**src/rtl/interpol_pkg.sv**
```systemverilog
// Shared widths and scale helper for the interpol link (feed and interpol consume the same package).
package interpol_pkg;
  localparam int DY_W  = 17;
  localparam int DY7_W = 18;
  localparam int Q     = 16;
  localparam int P_W   = DY_W + DY7_W;

  // round(2^Q * 2^cntw / period), the Q1.16 factor turning a per-period step into a per-2^cntw step
  function automatic int scale_for(input int cntw, input int period);
    longint num;
    num = longint'(1) << (Q + cntw);
    return int'((num + longint'(period / 2)) / longint'(period));
  endfunction
endpackage

```
**src/rtl/interpol_sat_round_mult.sv**
```systemverilog
// Back end of the feed pipeline: dy*SCALE, half-up rounding to Q0, 18-bit saturation, output registers.
module interpol_sat_round_mult
  import interpol_pkg::*;
#(
  parameter int SCALE = 74898
) (
  input  logic                    clk,
  input  logic                    rst_n,
  input  logic                    vin,
  input  logic signed [DY_W-1:0]  din,
  input  logic                    sin,
  output logic                    strobe,
  output logic signed [DY_W-1:0]  dy,
  output logic signed [DY7_W-1:0] dy7,
  output logic                    sat
);
  localparam logic signed [DY_W:0]    SC   = $signed(SCALE[DY_W:0]);
  localparam logic signed [P_W-1:0]   HALF = P_W'(1) <<< (Q - 1);
  localparam logic signed [P_W-1:0]   MAX7 = P_W'((1 << (DY7_W - 1)) - 1);
  localparam logic signed [P_W-1:0]   MIN7 = -P_W'(1 << (DY7_W - 1));

  logic                   v3, sq;
  logic signed [DY_W-1:0] dq;
  logic signed [P_W-1:0]  p, r;
  logic                   ovf7;
  logic signed [DY7_W-1:0] dy7_n;

  // dy and its saturation flag travel with the product so back-to-back captures stay paired
  always_ff @(posedge clk or negedge rst_n) begin
    if (!rst_n) begin
      v3 <= 1'b0;
      p  <= '0;
      dq <= '0;
      sq <= 1'b0;
    end else begin
      v3 <= vin;
      if (vin) begin
        p  <= P_W'(din) * P_W'(SC);
        dq <= din;
        sq <= sin;
      end
    end
  end

  always_comb begin
    r     = (p + HALF) >>> Q;
    ovf7  = (r > MAX7) || (r < MIN7);
    dy7_n = r[DY7_W-1:0];
    if (ovf7) dy7_n = r[P_W-1] ? MIN7[DY7_W-1:0] : MAX7[DY7_W-1:0];
  end

  always_ff @(posedge clk or negedge rst_n) begin
    if (!rst_n) begin
      strobe <= 1'b0;
      dy     <= '0;
      dy7    <= '0;
      sat    <= 1'b0;
    end else begin
      strobe <= v3;
      if (v3) begin
        dy  <= dq;
        dy7 <= dy7_n;
        sat <= sq | ovf7;
      end else begin
        sat <= 1'b0;
      end
    end
  end
endmodule

```
**src/rtl/interpol_feed.sv**
```systemverilog
// Decimating source for interpol: every PERIOD cycles (or on sync) captures x and emits dy / dy7 with a strobe.
module interpol_feed
  import interpol_pkg::*;
#(
  parameter int CNTW   = 7,
  parameter int PERIOD = 112,
  parameter int SCALE  = scale_for(CNTW, PERIOD)
) (
  input  logic                    clk,
  input  logic                    rst_n,
  input  logic signed [DY_W-1:0]  x,
  input  logic                    sync,
  input  logic                    sync_err_clr,
  output logic                    strobe,
  output logic signed [DY_W-1:0]  dy,
  output logic signed [DY7_W-1:0] dy7,
  output logic                    sat,
  output logic                    sync_err
);
  localparam logic [CNTW-1:0]        RELOAD = CNTW'(PERIOD - 1);
  localparam logic signed [DY_W-1:0] DY_MAX = {1'b0, {(DY_W-1){1'b1}}};
  localparam logic signed [DY_W-1:0] DY_MIN = {1'b1, {(DY_W-1){1'b0}}};

  logic [CNTW-1:0]        ccnt;
  logic                   cap, primed;
  logic [2:1]             vld_pipe;
  logic signed [DY_W-1:0] xs, xp, dyr;
  logic signed [DY_W:0]   d18;
  logic                   ovf, s1;

  assign cap = (ccnt == '0) | sync;

  always_ff @(posedge clk or negedge rst_n) begin
    if (!rst_n) begin
      ccnt     <= RELOAD;
      sync_err <= 1'b0;
    end else begin
      ccnt <= cap ? RELOAD : ccnt - 1'b1;
      // a new error takes priority over a clear in the same cycle
      if (sync && ccnt != '0) sync_err <= 1'b1;
      else if (sync_err_clr)  sync_err <= 1'b0;
    end
  end

  // first capture after reset only loads the history register, hence v1 <= primed
  always_ff @(posedge clk or negedge rst_n) begin
    if (!rst_n) begin
      xs       <= '0;
      xp       <= '0;
      primed   <= 1'b0;
      vld_pipe <= '0;
    end else begin
      vld_pipe <= {vld_pipe[1], cap & primed};
      if (cap) begin
        xs     <= x;
        xp     <= xs;
        primed <= 1'b1;
      end
    end
  end

  always_comb begin
    d18 = {xs[DY_W-1], xs} - {xp[DY_W-1], xp};
    ovf = d18[DY_W] != d18[DY_W-1];
  end

  always_ff @(posedge clk or negedge rst_n) begin
    if (!rst_n) begin
      dyr <= '0;
      s1  <= 1'b0;
    end else if (vld_pipe[1]) begin
      dyr <= ovf ? (d18[DY_W] ? DY_MIN : DY_MAX) : d18[DY_W-1:0];
      s1  <= ovf;
    end
  end

  interpol_sat_round_mult #(.SCALE(SCALE)) u_srm (
    .clk    (clk),
    .rst_n  (rst_n),
    .vin    (vld_pipe[2]),
    .din    (dyr),
    .sin    (s1),
    .strobe (strobe),
    .dy     (dy),
    .dy7    (dy7),
    .sat    (sat)
  );
endmodule

```
**config.mk**
```make
export PLATFORM = sky130hd
export DESIGN_NAME = interpol_feed
export DESIGN_NICKNAME = d
export VERILOG_FILES = /design/src/rtl/interpol_pkg.sv /design/src/rtl/interpol_sat_round_mult.sv /design/src/rtl/interpol_feed.sv
export SDC_FILE = /design/constraint.sdc
export NUM_CORES = 1
export LEC_CHECK = 0
export BUFFER_PORTS_ARGS = -buffer_cell sky130_fd_sc_hd__buf_2
export CORE_MARGIN = 5
export CORE_UTILIZATION = 57
export DETAILED_ROUTE_END_ITERATION = 7
export PLACE_DENSITY_LB_ADDON = 0.1
export RECOVER_POWER = 100
export SKIP_LAST_GASP = 1
export SLEW_MARGIN = 5
export SYNTH_ARGS = -nofsm -noshare
export SYNTH_HDL_FRONTEND = slang
export SYNTH_SLANG_ARGS = --single-unit
export TNS_END_PERCENT = 10
```
**constraint.sdc**
```tcl
create_clock -name clk -period 5.1 [get_ports clk]
set_input_delay 0.765 -clock clk [delete_from_list [all_inputs] [get_ports clk]]
set_output_delay 0.765 -clock clk [all_outputs]
set_load 0.02 [all_outputs]
```
Yosys cells after proc, flatten, opt, wreduce, memory -nomap -nowiden
Index checks and enable logic that the tools add are counted.
Storage, ports and cells
  register bits after elaboration: 153
  logic and storage cells: 39
  input bits: 21
  output and inout bits: 38
Operators by class
  multiply operators: 1
  muxes and demuxes: 8
  bitwise gates (word level): 3
  magnitude comparators: 2
  $add $sub $neg: 3
  reduce and logical (&&, ||, !) cells: 5
  equal/unequal tests: 1
Operators by type and width (count)
  $mux W18: 2
  $add A35 B17 Y35 const B: 1
  $mul A17 B17 Y34 const B: 1
  $mux W17: 2
  $gt A19 B18 Y1 const B: 1
  $lt A19 B18 Y1 const B: 1
  $sub A17 B17 Y18: 1
  $logic_not A7 Y1: 1
  $mux W7: 1
  $reduce_bool A7 Y1: 1
  $sub A7 B1 Y7 const B: 1
  $mux W1: 3
  $or A1 B1 Y1: 2
  $reduce_bool A2 Y1: 1
  $and A1 B1 Y1: 1
  $logic_and A1 B1 Y1: 1
  $logic_or A1 B1 Y1: 1
  $ne A1 B1 Y1: 1

Logic depth before layout (Yosys ltp)
Gate-level depths: netlist of run 1.
  word-level depth: 5
  mapped depth: 19
  depth with buffers taken out: 18

Modules after synthesis
Synthesis of run 1 repeated with hierarchy kept, for this count alone.
Unflattened totals
  cell total of the unflattened synthesis: 1078
  area, all modules: 10903.0 µm²
By module, submodules not included
  interpol_sat_round_mult: seq. area each 1901.8 µm², cells each 755, times used 1, area an instance 7415.9 µm²
  interpol_feed: seq. area each 1584.0 µm², cells each 323, times used 1, area an instance 3487.1 µm²

Least setup slack after synthesis of run 1
Ideal clock, no wire load.
  path type: register -> register
  start: reg dyr[15]
  end: reg u_srm.p[32]
  arrival time: 4.764 ns
  cell stages (with the launch flop): 20
  path slack: 0.211 ns
  path buffers: 1
  path through: dfrtp_1 > clkbuf_1 > inv_1 > ha_1 > inv_1 > ha_1 > inv_1 > fa_1 > fa_1 > fa_1 > inv_1 > ha_1 > and3_1 > o21ai_0 > o2111ai_1 > a31oi_1 > o31ai_1 > a31oi_1 > xnor2_1 > mux2_2
Between the ends
  word-level cells in the longest chain between the ends: 1
RTL lines
  from (decl): line interpol_feed.sv:27  | logic signed [DY_W-1:0] xs, xp, dyr;
  from (signal assigned): line interpol_feed.sv:72  | dyr <= ovf ? (d18[DY_W] ? DY_MIN : DY_MAX) : d18[DY_W-1:0];
  $mul A17 B17 Y34: line interpol_sat_round_mult.sv:38  | p <= P_W'(din) * P_W'(SC);
  to (signal assigned): line interpol_sat_round_mult.sv:38
  to (decl): line interpol_sat_round_mult.sv:24  | logic signed [P_W-1:0] p, r;
No other way between the ends.
A chain may end at the register's enable or synchronous reset.

Worst setup path in the final report of run 1
  start: reg dyr[6]
  end: reg u_srm.p[29]
Same word-level chain as after synthesis.

==> results of run 1 <==
registers in the layout, summed over array words and instances (netlist names):
name	cells
u_srm.dq	17
s1	1
vld_pipe	2
ccnt	7
u_srm.dy7	18
dyr	17
sync_err	1
u_srm.sat	1
u_srm.v3	1
u_srm.sq	1
primed	1
xs	17
u_srm.strobe	1
u_srm.dy	17
u_srm.p	20
xp	17
area by class of cell:
class                           instances  area share [%]
Inverter                              133           4.254
Sequential cell                       139           29.71
Multi-Input combinational cell        713           55.04
Timing Repair Buffer                   87           3.827
Clock inverter                         14           1.066
Clock buffer                           18           3.657
Tap cell                              229           2.441
cells by family after synthesis:
family	synth area share [%]
buf+inv	6.082
xor+xnor	6.403
fa+ha+maj	23.46
flops	33.10
compound gates	11.04
mux	11.40
simple gates	8.518
critical path: stages (launching register included):
cell       delay (ns)
dfrtp_2          0.46
ha_1             0.35
xor2_2           0.20
ha_1             0.28
inv_1            0.05
fa_1             0.48
fa_1             0.53
fa_1             0.54
inv_1            0.04
ha_1             0.34
a21o_1           0.22
o21ba_2          0.26
o2111ai_1        0.13
a31oi_2          0.29
nor2_1           0.12
a21oi_1          0.19
xnor2_1          0.08
mux2_2           0.26
synth_stat cells, types with 17 or more instances:
cell        n  area, µm²
a21oi_1    56      280.3
clkbuf_1   25      93.84
dfrtp_1   133       3328
fa_1       51       1021
ha_1      115       1439
inv_1     133      499.2
mux2_2    100       1126
nand2_1    53      198.9
nand3_1    27      135.1
nor2_1     35      131.4
o21ai_0    30      150.1
o22ai_1    17      106.4
xnor2_1    47      411.6
xor2_1     30      262.8
through the flow:
stage,setup TNS (ns),util [%],area (µm²),hold WS (ns),worst slack [ns]
finish,0,64.89,11740,0.4694,0.1561
global route,-0.2200,64.89,11740,0.4910,-0.07206
CTS,0,64.99,11750,0.4715,0.01221
detailed placement,0,61.92,11200,0.4560,0.03845
global placement,0,61.92,11200,0.4420,0.06137
floorplan,0,-,10530,0.3519,0.2112
worst paths after layout:
kind	startpoint	endpoint	depth (start not counted)
max in group asynchronous	rst_n	u_srm.dy[16]	2
min reg2reg	primed	primed	1
max reg2reg	dyr[6]	u_srm.p[29]	17
max	dyr[6]	u_srm.p[29]	17
min	primed	primed	1
min in group asynchronous	rst_n	u_srm.p[31]	1
placed cells by master, fill, tap and decap left out, types with 6 or more instances in the layout:
master       n
a21o_1      11
a21oi_1     53
a31oi_1      9
and3_1       6
buf_2       19
buf_4       26
clkbuf_1    42
clkbuf_16   17
dfrtp_1    132
fa_1        51
ha_1       115
inv_1      133
mux2_2      99
mux2i_1      6
nand2_1     52
nand3_1     26
nand4_1      9
nor2_1      35
nor2b_1     12
nor3_1      10
o21a_1      11
o21ai_0     30
o22ai_1     17
xnor2_1     47
xor2_1      29
metal layers:
layer	vias up	share of wire [%]	wire length (µm)	GRT usage [%]
met4	0	1.3	292	5.840
met2	99	52	11550	37.82
li1	3647	-	-	-
met1	3583	44	9652	27.02
met3	24	2.4	530	3.550
met5	-	0	0	0
repair_timing:
action / 4_1_cts / 5_1_grt
hold buffers: 0 / 0
gates resized for setup: 0 / 16
setup endpoints to repair: 0 / 11
==> summary.md, run 1 <==
| Metric | Value |
|---|---|
| CP endpoint kind | `register` |
| Max Root-Sink Buffers | `2` |
| Worst-path clk slew | `0.06 ns` |
| Status | `finished with violations` |
| Die height | `145.9 µm` |
| First-pass GRT wire length | `37,240 µm` |
| GPL Wtd Cong | `0.9091` |
| Reg area | `0.003487 mm²` |
| Mapped cell area | `0.01053 mm²` |
| Failing checks | `capacitance limit, slew limit` |
| Via/cell ratio | `5.516` |
| Total Routing Usage GR | `21.33%` |
| Kind of critical path | `reg -> reg` |
| Port Buf Inserts | `58` |
| Share of post-route cells with drive strength above 1 | `18.84%` |
| Endpoints failing setup | `0` |
| Core box area | `0.01809 mm²` |
| Multi-input gate area | `0.006460 mm²` |
| Top_reg_cell synth | `dfrtp_1` |
| Cell Count Post-Placement | `1,301` |
| Final worst path period share | `96.94%` |
| Clock buffer count from CTS | `17` |
| Routed WL | `22,020 µm` |
| Vias in the first global route | `7,510` |
| CTS Sinks | `139` |
| Worst hold-check path type | `reg -> reg` |
| Worst slew margin | `-116.4%` |
| DR vias | `7,353` |
| Die Area | `0.02130 mm²` |
| Yosys cell types | `66` |
| Worst Path Required | `5.41 ns` |
| CTS tree | `built` |
| Antenna viol nets, final | `0` |
| H-tree levels | `4` |
| Post-DP HPWL | `16,770 µm` |
| Critical Path AT | `5.25 ns` |
| Post-synth EDFFs | `0` |
| Worst-Margin Slew | `3.239 ns` |
| Initial antenna violation count | `0` |
| Io pins | `59` |
| Syn Area/Cell | `10.34 µm²` |
| Max Freq | `0.2023 GHz` |
| Largest net degree at the start of global routing | `104` |
| Drt pass-1 iters | `4` |
| Die X | `145.9 µm` |
| Yosys Warn Count | `0` |
| Slew Viols, Final | `207` |
| Post-Syn Nets | `1,206` |
| Synth Instances | `1,019` |
| Reg2reg setup slack | `0.16 ns` |
| FF+latch count, synth | `139` |
| Crit path time final | `4.944 ns` |
| Worst skew pair latency | `0.43 ns` |
| Drt wl/cell | `16.52 µm` |
| Filler cells | `1,468` |
| Final hold violations | `0` |
| Drt drc | `0` |
| Finished Layout Cells | `1,333` |
| Antenna cells | `0` |
| Synth-to-Final Area Change | `11.43%` |
| MaxCap Viol Count | `4` |
| Total gr overflow | `0` |
| Unrepaired setup endpoints after global routing | `true` |
| CP startpoint kind | `register` |
| Starting Density | `58.24%` |
| Sequential fraction of the synthesis area | `33.10%` |
| Worst Skew | `0.01006 ns` |
| Post-CTS Setup Bufs | `0` |
| Post-layout nets | `1,278` |
| Initial DRC count | `238` |
| Worst-path maximum fanout | `5` |
| FFs w/ async S/R, synth | `100.0%` |
| # rows | `49` |
| Root Buffer | `clkbuf_16` |
Power of run 1 is left out: the tool's default activity adds up to more than one toggle a clock period on the data nets, which glitch-free logic cannot reach.
==> inputs of run 2 (changes only) <==
CORE_UTILIZATION = 63   (was 57)
clock period = 4.93 ns   (was 5.1 ns; I/O delays follow)
==> run 2 against run 1 <==
The flow still finishes with violations (capacitance limit, slew limit). Critical path depth unchanged. Sequential cell count unchanged. Final area increased by 4.4%. Core utilization increased by 9.5 points. Worst hold slack worse by 0.0049 ns. Wire length up 5.9%. Via count grew 5.0%. Largest cell class unchanged. Highest routed layer unchanged.
==> summary.md, run 2 (synthesized netlist as in run 1, its figures left out) <==
| Metric | Value |
|---|---|
| Worst hold-check path type | `reg -> reg` |
| Worst Skew | `0.008348 ns` |
| Initial antenna violation count | `0` |
| Largest regs | `u_srm.p: 20 flops, u_srm.dy7: 18 flops` |
| Largest Register | `u_srm.p` |
| Routed WL | `23,310 µm` |
| First-pass GRT wire length | `38,320 µm` |
| H-tree levels | `4` |
| Initial DRC count | `354` |
| Fin util | `74.40%` |
| Crit-path slowest cell | `fa_1` |
| Total Routing Usage GR | `24.16%` |
| Endpoints failing setup | `0` |
| Share of post-route cells with drive strength above 1 | `23.93%` |
| Critical Path AT | `5.23 ns` |
| Port Buf Inserts | `58` |
| CTS tree | `built` |
| Failing checks | `capacitance limit, slew limit` |
| Cell mode on critical path | `fa_1` |
| Total gr overflow | `0` |
| Max Root-Sink Buffers | `2` |
| Io pins | `59` |
| Filler cells | `1,173` |
| Antenna viol nets, final | `0` |
| Crit path largest cell delay | `0.54 ns` |
| Unrepaired setup endpoints after global routing | `true` |
| Kind of critical path | `reg -> reg` |
| CP Depth | `17` |
| Status | `finished with violations` |
| CP endpoint kind | `register` |
| Antenna cells | `0` |
| Worst slew margin | `-112.6%` |
| Worst path buffer plus inverter count | `3` |
| Leading cell type in the layout, fill and taps excluded | `inv_1` |
| Worst-path maximum fanout | `5` |
| Starting Density | `63.97%` |
| MaxCap Viol Count | `4` |
| Worst Hold Path Cells | `1` |
| FF-to-FF path depth | `17` |
| Worst skew pair latency | `0.43 ns` |
| Post-DP HPWL | `17,180 µm` |
| CTS Sinks | `139` |
| Die height | `139.3 µm` |
| CP cell instances | `ha_1 > inv_1 > fa_1 > fa_1 > fa_1 > fa_1 > inv_1 > ha_1 > buf_4 > nand4_1 > nor2_1 > nand2_1 > o2111ai_4 > nor2b_1 > or2_2 > xor2_1 > mux2_2` |
| Max Freq | `0.2030 GHz` |
| Final worst path period share | `99.90%` |
| Root Buffer | `clkbuf_16` |
| Synth-to-Final Area Change | `16.31%` |
| Drt wl/cell | `17.13 µm` |
| Core box area | `0.01647 mm²` |
| Final hold slack | `0.4645 ns` |
| Delay-heaviest family, CP | `adder cells` |
| GPL Wtd Cong | `0.9040` |
| Drt drc | `0` |
| Most frequent cells in the layout | `131 x inv_1, 128 x dfrtp_1, 104 x ha_1` |
| # rows | `47` |
| Die X | `139.3 µm` |
| Largest net degree at the start of global routing | `102` |
| Clock buffer count from CTS | `17` |
| Largest register FFs | `20` |
| Crit path time final | `4.925 ns` |
| Drt pass-1 iters | `5` |
| Vias in the first global route | `7,924` |
| Worst-Margin Slew | `3.182 ns` |
| Post-layout nets | `1,315` |
| Slew Viols, Final | `197` |
| Die Area | `0.01940 mm²` |
| Final hold violations | `0` |
| Worst-path clk slew | `0.06 ns` |
| Via/cell ratio | `5.675` |
| DR vias | `7,723` |
| CP startpoint kind | `register` |
| Worst Path Required | `5.24 ns` |
[run 2: cell types whose count changed in the layout (fill, tap and decap cells not counted), moves of 4 or more]
cell     delta
buf_4      +36
a21oi_2     +4
ha_4       +10
a21oi_1     -4
dfrtp_2     +4
dfrtp_1     -4
ha_1       -11
[run 2: path summary, 6_finish.rpt]
check	start	endpoint	slack [ns]
setup / recovery	dyr[5]	u_srm.p[23]	0.005
hold / removal	primed	primed	0.46
setup reg to reg	dyr[5]	u_srm.p[23]	0.005
hold reg to reg	primed	primed	0.46
max in group asynchronous	rst_n	u_srm.dq[4]	1.85
min in group asynchronous	rst_n	u_srm.p[30]	1.06
[run 2: area by class of cell]
class / count / area [µm²] / share of cell area (%)
clock buffer: 18 / 429.2 / 3.503
multi-input combinational: 713 / 6655 / 54.33
clock inverter: 14 / 158.9 / 1.297
sequential: 139 / 3492 / 28.51
tap: 220 / 275.3 / 2.247
timing repair buffer: 124 / 740.7 / 6.046
inverter: 133 / 499.2 / 4.075
[run 2: layer usage]
metal  global-route usage [%]  routed length, µm
met5                        0                  0
met4                    7.621                716
met3                    4.185                893
met2                    44.12              12290
met1                    29.00               9412
[run 2: timing repair]
action	4_1_cts	5_1_grt
endpoints found under the setup margin	7	15
hold buffers	0	0
buffers inserted	5	5
pin swaps	2	24
resized for setup	4	42
[run 2: metrics by stage]
step	std cells	cell area [µm²]	setup TNS, ns	worst slack, ns
4_1_cts	1356	12040	-0.01085	-0.01085
2_1_floorplan	1019	10530	0	0.04116
3_3_place_gp	1319	11400	-0.005141	-0.004933
6_report	1361	12250	0	0.004851
5_1_grt	1361	12250	-1.009	-0.1531
3_5_place_dp	1319	11400	-0.3890	-0.09642
Power of run 2 is left out for the same reason.
